**src/rtl/branch_history_table.sv**
```systemverilog
// Table of 2-bit saturating branch predictors indexed by PC[INDEX_BITS+1:2], with branch/mispredict statistics.
// Optional branch target buffer enabled by defining BHT_BTB_EN.
module branch_history_table #(
    parameter int ADDR_W     = 32,
    parameter int INDEX_BITS = 3
) (
    input  logic              CLK,
    input  logic              RESET,
    input  logic              STALL,
    input  logic              LOOKUP_VALID,
    input  logic [ADDR_W-1:0] LOOKUP_PC,
    output logic              PREDICT_TAKEN,
    input  logic              UPDATE_VALID,
    input  logic [ADDR_W-1:0] UPDATE_PC,
    input  logic              UPDATE_TAKEN,
    input  logic              UPDATE_PREDICTED,
    input  logic [ADDR_W-1:0] UPDATE_TARGET,
    output logic              MISPREDICT,
    input  logic [ADDR_W-1:0] FETCH_PC,
    output logic              BTB_HIT,
    output logic [ADDR_W-1:0] BTB_TARGET,
    output logic [31:0]       BRANCH_COUNT,
    output logic [31:0]       MISPREDICT_COUNT
);

    localparam int ENTRIES = 1 << INDEX_BITS;
    localparam int TAG_W   = ADDR_W - INDEX_BITS - 2;

    logic [1:0]            ctr [ENTRIES];
    logic [INDEX_BITS-1:0] lookup_idx;
    logic [INDEX_BITS-1:0] update_idx;
    logic                  do_update;
    logic                  unused_pc_bits;

    assign lookup_idx = LOOKUP_PC[INDEX_BITS+1:2];
    assign update_idx = UPDATE_PC[INDEX_BITS+1:2];
    assign do_update  = UPDATE_VALID & ~STALL;

    // Word-aligned PCs: low bits (and, without the BTB, the tag/target inputs) are don't-care.
    assign unused_pc_bits = ^{LOOKUP_PC, UPDATE_PC, FETCH_PC, UPDATE_TARGET};

    assign PREDICT_TAKEN = LOOKUP_VALID & ctr[lookup_idx][1];
    assign MISPREDICT    = UPDATE_VALID & (UPDATE_TAKEN != UPDATE_PREDICTED);

    always_ff @(posedge CLK or posedge RESET) begin
        if (RESET) begin
            for (int i = 0; i < ENTRIES; i++) begin
                ctr[i] <= 2'b01;
            end
        end else if (do_update) begin
            if (UPDATE_TAKEN) begin
                if (ctr[update_idx] != 2'b11) ctr[update_idx] <= ctr[update_idx] + 2'd1;
            end else begin
                if (ctr[update_idx] != 2'b00) ctr[update_idx] <= ctr[update_idx] - 2'd1;
            end
        end
    end

    always_ff @(posedge CLK or posedge RESET) begin
        if (RESET) begin
            BRANCH_COUNT     <= '0;
            MISPREDICT_COUNT <= '0;
        end else if (do_update) begin
            if (BRANCH_COUNT != 32'hFFFF_FFFF) BRANCH_COUNT <= BRANCH_COUNT + 32'd1;
            if (MISPREDICT && (MISPREDICT_COUNT != 32'hFFFF_FFFF))
                MISPREDICT_COUNT <= MISPREDICT_COUNT + 32'd1;
        end
    end

`ifdef BHT_BTB_EN
    logic                  btb_valid  [ENTRIES];
    logic [TAG_W-1:0]      btb_tag    [ENTRIES];
    logic [ADDR_W-1:0]     btb_target [ENTRIES];
    logic [INDEX_BITS-1:0] fetch_idx;
    logic [TAG_W-1:0]      fetch_tag;

    assign fetch_idx = FETCH_PC[INDEX_BITS+1:2];
    assign fetch_tag = FETCH_PC[ADDR_W-1:INDEX_BITS+2];

    // Only taken branches allocate; a not-taken resolve keeps the last known target.
    always_ff @(posedge CLK or posedge RESET) begin
        if (RESET) begin
            for (int i = 0; i < ENTRIES; i++) begin
                btb_valid[i]  <= 1'b0;
                btb_tag[i]    <= '0;
                btb_target[i] <= '0;
            end
        end else if (do_update && UPDATE_TAKEN) begin
            btb_valid[update_idx]  <= 1'b1;
            btb_tag[update_idx]    <= UPDATE_PC[ADDR_W-1:INDEX_BITS+2];
            btb_target[update_idx] <= UPDATE_TARGET;
        end
    end

    assign BTB_HIT    = btb_valid[fetch_idx] & (btb_tag[fetch_idx] == fetch_tag) & ctr[fetch_idx][1];
    assign BTB_TARGET = BTB_HIT ? btb_target[fetch_idx] : '0;
`else
    assign BTB_HIT    = 1'b0;
    assign BTB_TARGET = '0;
`endif

endmodule
```
**config.mk**
```make
export PLATFORM = sky130hd
export DESIGN_NAME = branch_history_table
export DESIGN_NICKNAME = d
export VERILOG_FILES = /design/src/rtl/branch_history_table.sv
export SDC_FILE = /design/constraint.sdc
export NUM_CORES = 1
export LEC_CHECK = 0
export BUFFER_PORTS_ARGS = -buffer_cell sky130_fd_sc_hd__buf_4
export CAP_MARGIN = 20
export CORE_ASPECT_RATIO = 1.5
export CORE_UTILIZATION = 46
export CTS_CLUSTER_DIAMETER = 40
export DETAILED_ROUTE_END_ITERATION = 8
export PLACE_DENSITY = 0.85
export SKIP_CTS_REPAIR_TIMING = 1
export SYNTH_ARGS = -nofsm -noshare
export SYNTH_HDL_FRONTEND = slang
export SYNTH_SLANG_ARGS = --single-unit
```
**constraint.sdc**
```tcl
create_clock -name CLK -period 2.8 [get_ports CLK]
set_input_delay 0.42 -clock CLK [delete_from_list [all_inputs] [get_ports CLK]]
set_output_delay 0.42 -clock CLK [all_outputs]
set_load 0.05 [all_outputs]
```
==> results.py, run 1 <==
metrics = {
    "critical_path": {
        "path_class": "reg -> reg",
        "crit_family": "multiplexers",
        "setup.worst_path.end_class": "flip-flop",
        "rrSetupSlack_ns": 0.19,
        "cp-start-kind": "flip-flop",
        "crit_top_cell": "mux2_2",
        "crit_fanout": 3,
        "critPathRequiredTime_ns": 3.02,
        "path_cells": "mux2_2, a22o_1, a2bb2oi_1, o21ai_0, ha_1, mux2i_1, nand3b_1, buf_4, nor2_1, mux2_2",
        "cp_num_buf_inv": 1,
        "crit_path_top_delay_cell": "dfrtp_1",
        "cp_slowest_stage_delay_ns": 0.41,
        "worstPathArrival_ns": 2.83,
    },
    "routing": {
        "met1_length_um": 3865,
        "dr.pass1.iters": 4,
        "num_vias": 3365,
        "routed_wl_um": 9832,
        "vias_per_cell": 5.436,
        "wl_met3_um": 548,
        "met2WireLength_um": 5262,
        "drc": 0,
        "post_drt_wl_per_cell_um": 15.88,
        "top_layer_used": "met4",
        "drtAntennaViolNets": 0,
        "drt_iter0_drc": 212,
    },
    "floorplan": {
        "die_h_um": 121.6,
        "die-area_um2": 9939,
        "die_x_um": 81.74,
        "core_area_um2": 9254,
        "start_util_pct": 47.40,
        "fp-row-count": 43,
        "num_io_pins": 234,
    },
    "sta": {
        "timing.final.setup_violations": 0,
        "fin_crit_sh_pct": 93.10,
        "slew_headroom_pct": 47.17,
        "period_needed_ns": 2.607,
        "hold_slack_ns": 0.1754,
        "maxSlewViolCount": 0,
        "setup_tns_ns": 0,
        "skew_ns": 0.005430,
        "finalHoldViolations": 0,
        "worst_slack_ns": 0.1932,
        "tightest_slew_ns": 0.7852,
        "rsz0062_at_grt": "false",
        "clock.fmax_ghz": 0.3836,
    },
    "place": {
        "dp_hpwl_um": 7166,
        "place_ws_ns": 0.01577,
        "port_buffers": 78,
        "gp_congestion": 0.8554,
        "post_dp_cell_area_um2": 5007,
    },
    "yosys": {
        "synth_enable_flop_cells": 0,
        "async_flop_share_pct": 100.0,
        "synth_cell_types": 48,
        "ys_seq_area_share_pct": 45.86,
        "syn_area_um2": 4387,
        "ys.flop_type": "dfrtp_1",
        "syn_area_per_cell_um2": 10.57,
        "synthesis.instances": 415,
        "ys_seq_elements": 80,
        "synth_warnings": 0,
    },
    "hold_path": {
        "min_path_type": "in -> async",
    },
    "layout": {
        "final_common_cell": "buf_4",
        "antenna_cells": 0,
        "final_util_pct": 57.72,
        "final-seq-area_um2": 2012,
        "nets": 641,
        "drive_gt1_share_pct": 29.19,
        "fillers": 765,
        "stdcell_area_um2": 5341,
        "syn_to_final_growth_pct": 21.76,
        "multi_input_area_um2": 2170,
        "final_cell_mix": "buf_4, dfrtp_1, xnor2_1, nand2_1, conb_1",
    },
    "clocking": {
        "htree_num_levels": 3,
        "cts_made_buffers": 9,
        "clkSinkCount": 80,
        "clk_pin_slew_ns": 0.06,
        "clk_latency_ns": 0.34,
        "clockRootBuffer": "clkbuf_16",
        "cts_tree": "done",
        "cts.path.max_buffers": 2,
    },
    "pwr": {
        "vdd_ir_drop_max_mv": 0.6430,
        "p_per_area_nw_per_um2": 740.5,
        "total_leakage_power_uw": 0.002454,
    },
    "job": {
        "cap_viol_max_count": 0,
    },
    "grt": {
        "grt_max_degree": 49,
        "grt_pass1_wl_um": 16240,
        "overflow": 0,
        "grt_pass1_vias": 3406,
        "antenna_found_initial": 0,
        "grt.total_usage_pct": 21.55,
    },
    "status": {
        "status": "finished, final reports clean",
    },
}
==> tightest hold or removal path, stage by stage <==
cell   delay (ns)
buf_4        0.11
inv_2        0.04
buf_4        0.35
==> synthesized netlist by cell type (all sizes together) (5+ instances only) <==
cell	count	share of area (%)
dfstp	8	4.8
nand4	30	4.4
nand3	29	3.3
clkbuf	8	0.68
nand2	33	2.8
xnor2	48	9.8
and4	9	1.8
nor4	5	1.4
xor2	15	3.0
dfrtp	72	41
nor2	14	1.2
and2	6	0.86
mux2	18	4.6
inv	8	0.68
and3	10	1.4
buf	37	6.2
nor3	16	1.8
==> final cells by class <==
class / count / area share (%)
multi-input cells: 314 / 40.62
flip-flops and latches: 80 / 37.67
repair buffers: 89 / 12.51
clock buffers: 9 / 4.216
well taps: 112 / 2.624
clock inverters: 7 / 1.804
inverters: 8 / 0.5622
==> final timing paths <==
check / from / endpoint / depth (start not counted)
setup reg to reg: ctr[1]$_DFFE_PP0P_ / ctr[13]$_DFFE_PP0P_ / 10
hold / removal: RESET / MISPREDICT_COUNT[3]$_DFFE_PP0P_ / 3
max in group asynchronous: RESET / BRANCH_COUNT[25]$_DFFE_PP0P_ / 3
min in group CLK: BRANCH_COUNT[19]$_DFFE_PP0P_ / BRANCH_COUNT[19]$_DFFE_PP0P_ / 1
setup / recovery: ctr[1]$_DFFE_PP0P_ / ctr[13]$_DFFE_PP0P_ / 10
hold reg to reg: BRANCH_COUNT[19]$_DFFE_PP0P_ / BRANCH_COUNT[19]$_DFFE_PP0P_ / 1
==> flip-flops by register name (all words and copies together) (netlist names), named ones only <==
register,flops
BRANCH_COUNT,32
MISPREDICT_COUNT,32
ctr,8
==> metal layers <==
| layer | up-vias | track usage (%) |
|---|---|---|
| li1 | 1573 | - |
| met1 | 1668 | 25.15 |
| met2 | 110 | 36.52 |
| met3 | 14 | 5.843 |
| met4 | 0 | 8.991 |
| met5 | - | 0 |
==> stage by stage <==
| stage | instances | total power (µW) |
|---|---|---|
| after global routing | 619 | 4157 |
| after floorplan | 447 | 2414 |
| final | 619 | 3955 |
| after global placement | 602 | 2684 |
| after CTS | 618 | 3989 |
| after detailed placement | 602 | 2728 |
==> logic make-up (layout without fill, tap and decap cells) <==
| family | Yosys count | in the layout | synth area share (%) |
|---|---|---|---|
| mux | 24 | 24 | 6.560 |
| flops | 80 | 80 | 45.86 |
| fa+ha+maj | 4 | 4 | 1.141 |
| other cells | 1 | 33 | 0.08549 |
| xor+xnor | 63 | 63 | 12.75 |
| compound gates | 19 | 19 | 3.736 |
| buf+inv | 53 | 113 | 7.530 |
| simple gates | 171 | 171 | 22.33 |
==> report_power, final <==
group          leakage (µW)  switching (µW)  internal [µW]  total [µW]
Sequential          0.00104             213           1390        1610
Clock              0.000148             470            780        1250
Combinational       0.00126             699            398        1100
No activity file was read; power rests on OpenSTA's default activity.
==> run 2, diff against run 1 <==
==> config.mk (replaced) <==
export PLATFORM = sky130hd
export DESIGN_NAME = branch_history_table
export DESIGN_NICKNAME = d
export VERILOG_FILES = /design/src/rtl/branch_history_table.sv
export SDC_FILE = /design/constraint.sdc
export NUM_CORES = 1
export LEC_CHECK = 0
export CAP_MARGIN = 20
export CORE_UTILIZATION = 55
export CTS_CLUSTER_DIAMETER = 40
export DETAILED_ROUTE_END_ITERATION = 8
export DONT_BUFFER_PORTS = 1
export PLACE_DENSITY = 0.73
export SKIP_CTS_REPAIR_TIMING = 1
export SYNTH_ARGS = -nofsm -noshare
export SYNTH_HDL_FRONTEND = slang
export SYNTH_SLANG_ARGS = --single-unit
==> results.py, run 2 (synthesized netlist as in run 1, its figures left out) <==
metrics = {
    "status": {
        "status": "finished, final reports clean",
    },
    "floorplan": {
        "die_x_um": 91.31,
        "num_io_pins": 234,
        "start_util_pct": 56.77,
        "core_area_um2": 7727,
        "die-area_um2": 8337,
        "fp-row-count": 32,
        "die_h_um": 91.31,
    },
    "routing": {
        "top_layer_used": "met4",
        "drtAntennaViolNets": 0,
        "drc": 0,
        "drt_iter0_drc": 116,
        "wl_met3_um": 465,
        "post_drt_wl_per_cell_um": 15.44,
        "routed_wl_um": 9004,
        "num_vias": 3193,
        "met2WireLength_um": 4285,
        "dr.pass1.iters": 4,
        "met1_length_um": 4058,
        "vias_per_cell": 5.477,
    },
    "layout": {
        "final-seq-area_um2": 2012,
        "reg_top3": "BRANCH_COUNT (32), MISPREDICT_COUNT (32), ctr (8)",
        "final_common_cell": "dfrtp_1",
        "syn_to_final_growth_pct": 14.80,
        "nets": 615,
        "final_cell_mix": "dfrtp_1, buf_4, xnor2_1, nand2_1, conb_1",
        "antenna_cells": 0,
        "drive_gt1_share_pct": 24.74,
        "multi_input_area_um2": 2165,
        "fillers": 650,
        "final_cells": 583,
    },
    "clocking": {
        "htree_num_levels": 3,
        "clockRootBuffer": "clkbuf_8",
        "cts_made_buffers": 9,
        "clk_latency_ns": 0.35,
        "clkSinkCount": 80,
        "cts.path.max_buffers": 2,
        "clk_pin_slew_ns": 0.08,
        "cts_tree": "done",
    },
    "grt": {
        "grt_pass1_vias": 3174,
        "antenna_found_initial": 0,
        "grt_pass1_wl_um": 15220,
        "grt.total_usage_pct": 23.20,
        "grt_max_degree": 45,
        "overflow": 0,
    },
    "hold_path": {
        "min_path_type": "in -> async",
    },
    "critical_path": {
        "setup.worst_path.end_class": "flip-flop",
        "crit_path_top_delay_cell": "dfrtp_1",
        "path_class": "reg -> reg",
        "critPathRequiredTime_ns": 3.03,
        "crit_fanout": 4,
        "ff2ff_path_depth": 9,
        "path_cells": "mux2_2, a22o_1, a2bb2oi_1, o21ai_0, ha_1, mux2i_1, nand3b_1, nor3b_1, mux2_2",
        "worstPathArrival_ns": 2.84,
        "crit_top_cell": "mux2_2",
        "cp-start-kind": "flip-flop",
        "cp_slowest_stage_delay_ns": 0.40,
    },
    "job": {
        "cap_viol_max_count": 0,
    },
    "sta": {
        "finalHoldViolations": 0,
        "setup_tns_ns": 0,
        "fin_crit_sh_pct": 93.08,
        "skew_ns": 0.01666,
        "maxSlewViolCount": 0,
        "tightest_slew_ns": 0.7852,
        "timing.final.setup_violations": 0,
        "slew_headroom_pct": 47.59,
        "rsz0062_at_grt": "false",
        "clock.fmax_ghz": 0.3837,
        "worst_slack_ns": 0.1939,
        "period_needed_ns": 2.606,
    },
    "place": {
        "port_buffers": 0,
        "dp_hpwl_um": 6501,
        "dp.cells": 566,
        "gp_congestion": 0.8244,
        "place_ws_ns": 0.1423,
    },
    "pwr": {
        "p_per_area_nw_per_um2": 708.2,
        "vdd_ir_drop_max_mv": 0.6512,
        "total_leakage_power_uw": 0.002291,
        "power_uw": 3567,
    },
}
## run 2: worst paths after layout
path	end	slack (ns)	from
worst max-delay path	ctr[11]$_DFFE_PP0P_	0.19	ctr[9]$_DFFE_PP0P_
worst min-delay path	MISPREDICT_COUNT[21]$_DFFE_PP0P_	0.07	RESET
worst max register to register	ctr[11]$_DFFE_PP0P_	0.19	ctr[9]$_DFFE_PP0P_
worst min register to register	ctr[1]$_DFFE_PP0P_	0.53	ctr[1]$_DFFE_PP0P_
max in group asynchronous	asynchronous set/reset pin	2.02	RESET
min in group CLK	ctr[1]$_DFFE_PP0P_	0.36	UPDATE_PC[2]
## run 2: critical path: cells and delay by family (launching register included)
| kind | cells | cell delay [ns] |
|---|---|---|
| flops | 1 | 0.40 |
| simple gates | 2 | 0.57 |
| fa+ha+maj | 1 | 0.20 |
| mux | 3 | 0.83 |
| compound gates | 3 | 0.50 |
## run 2: per-stage QoR
stage	hold WS (ns)	util, %	cell area [µm²]
global route	0.1312	65.17	5036
CTS	0.09118	65.07	5029
detailed placement	0.4751	62.29	4813
finish	0.06644	65.17	5036
global placement	0.4636	62.29	4813
floorplan	0.4909	-	4507
## run 2: area by class of cell
type	count	share of cell area [%]
Tap cell	102	2.534
Inverter	8	0.6211
Sequential cell	80	39.95
Timing Repair Buffer	63	9.640
Multi-Input combinational cell	314	42.98
Clock inverter	4	1.391
Clock buffer	12	2.882
## run 2: where the power goes
group	switching, µW	internal (µW)	leakage (µW)
clock	412	525	0.000110
combinational	740	370	0.00114
sequential	128	1390	0.00104
## run 2: per-layer routing
layer	vias up	global-route usage (%)
li1	1530	-
met1	1548	30.56
met2	97	37.31
met3	18	5.025
met4	0	9.524
met5	-	0
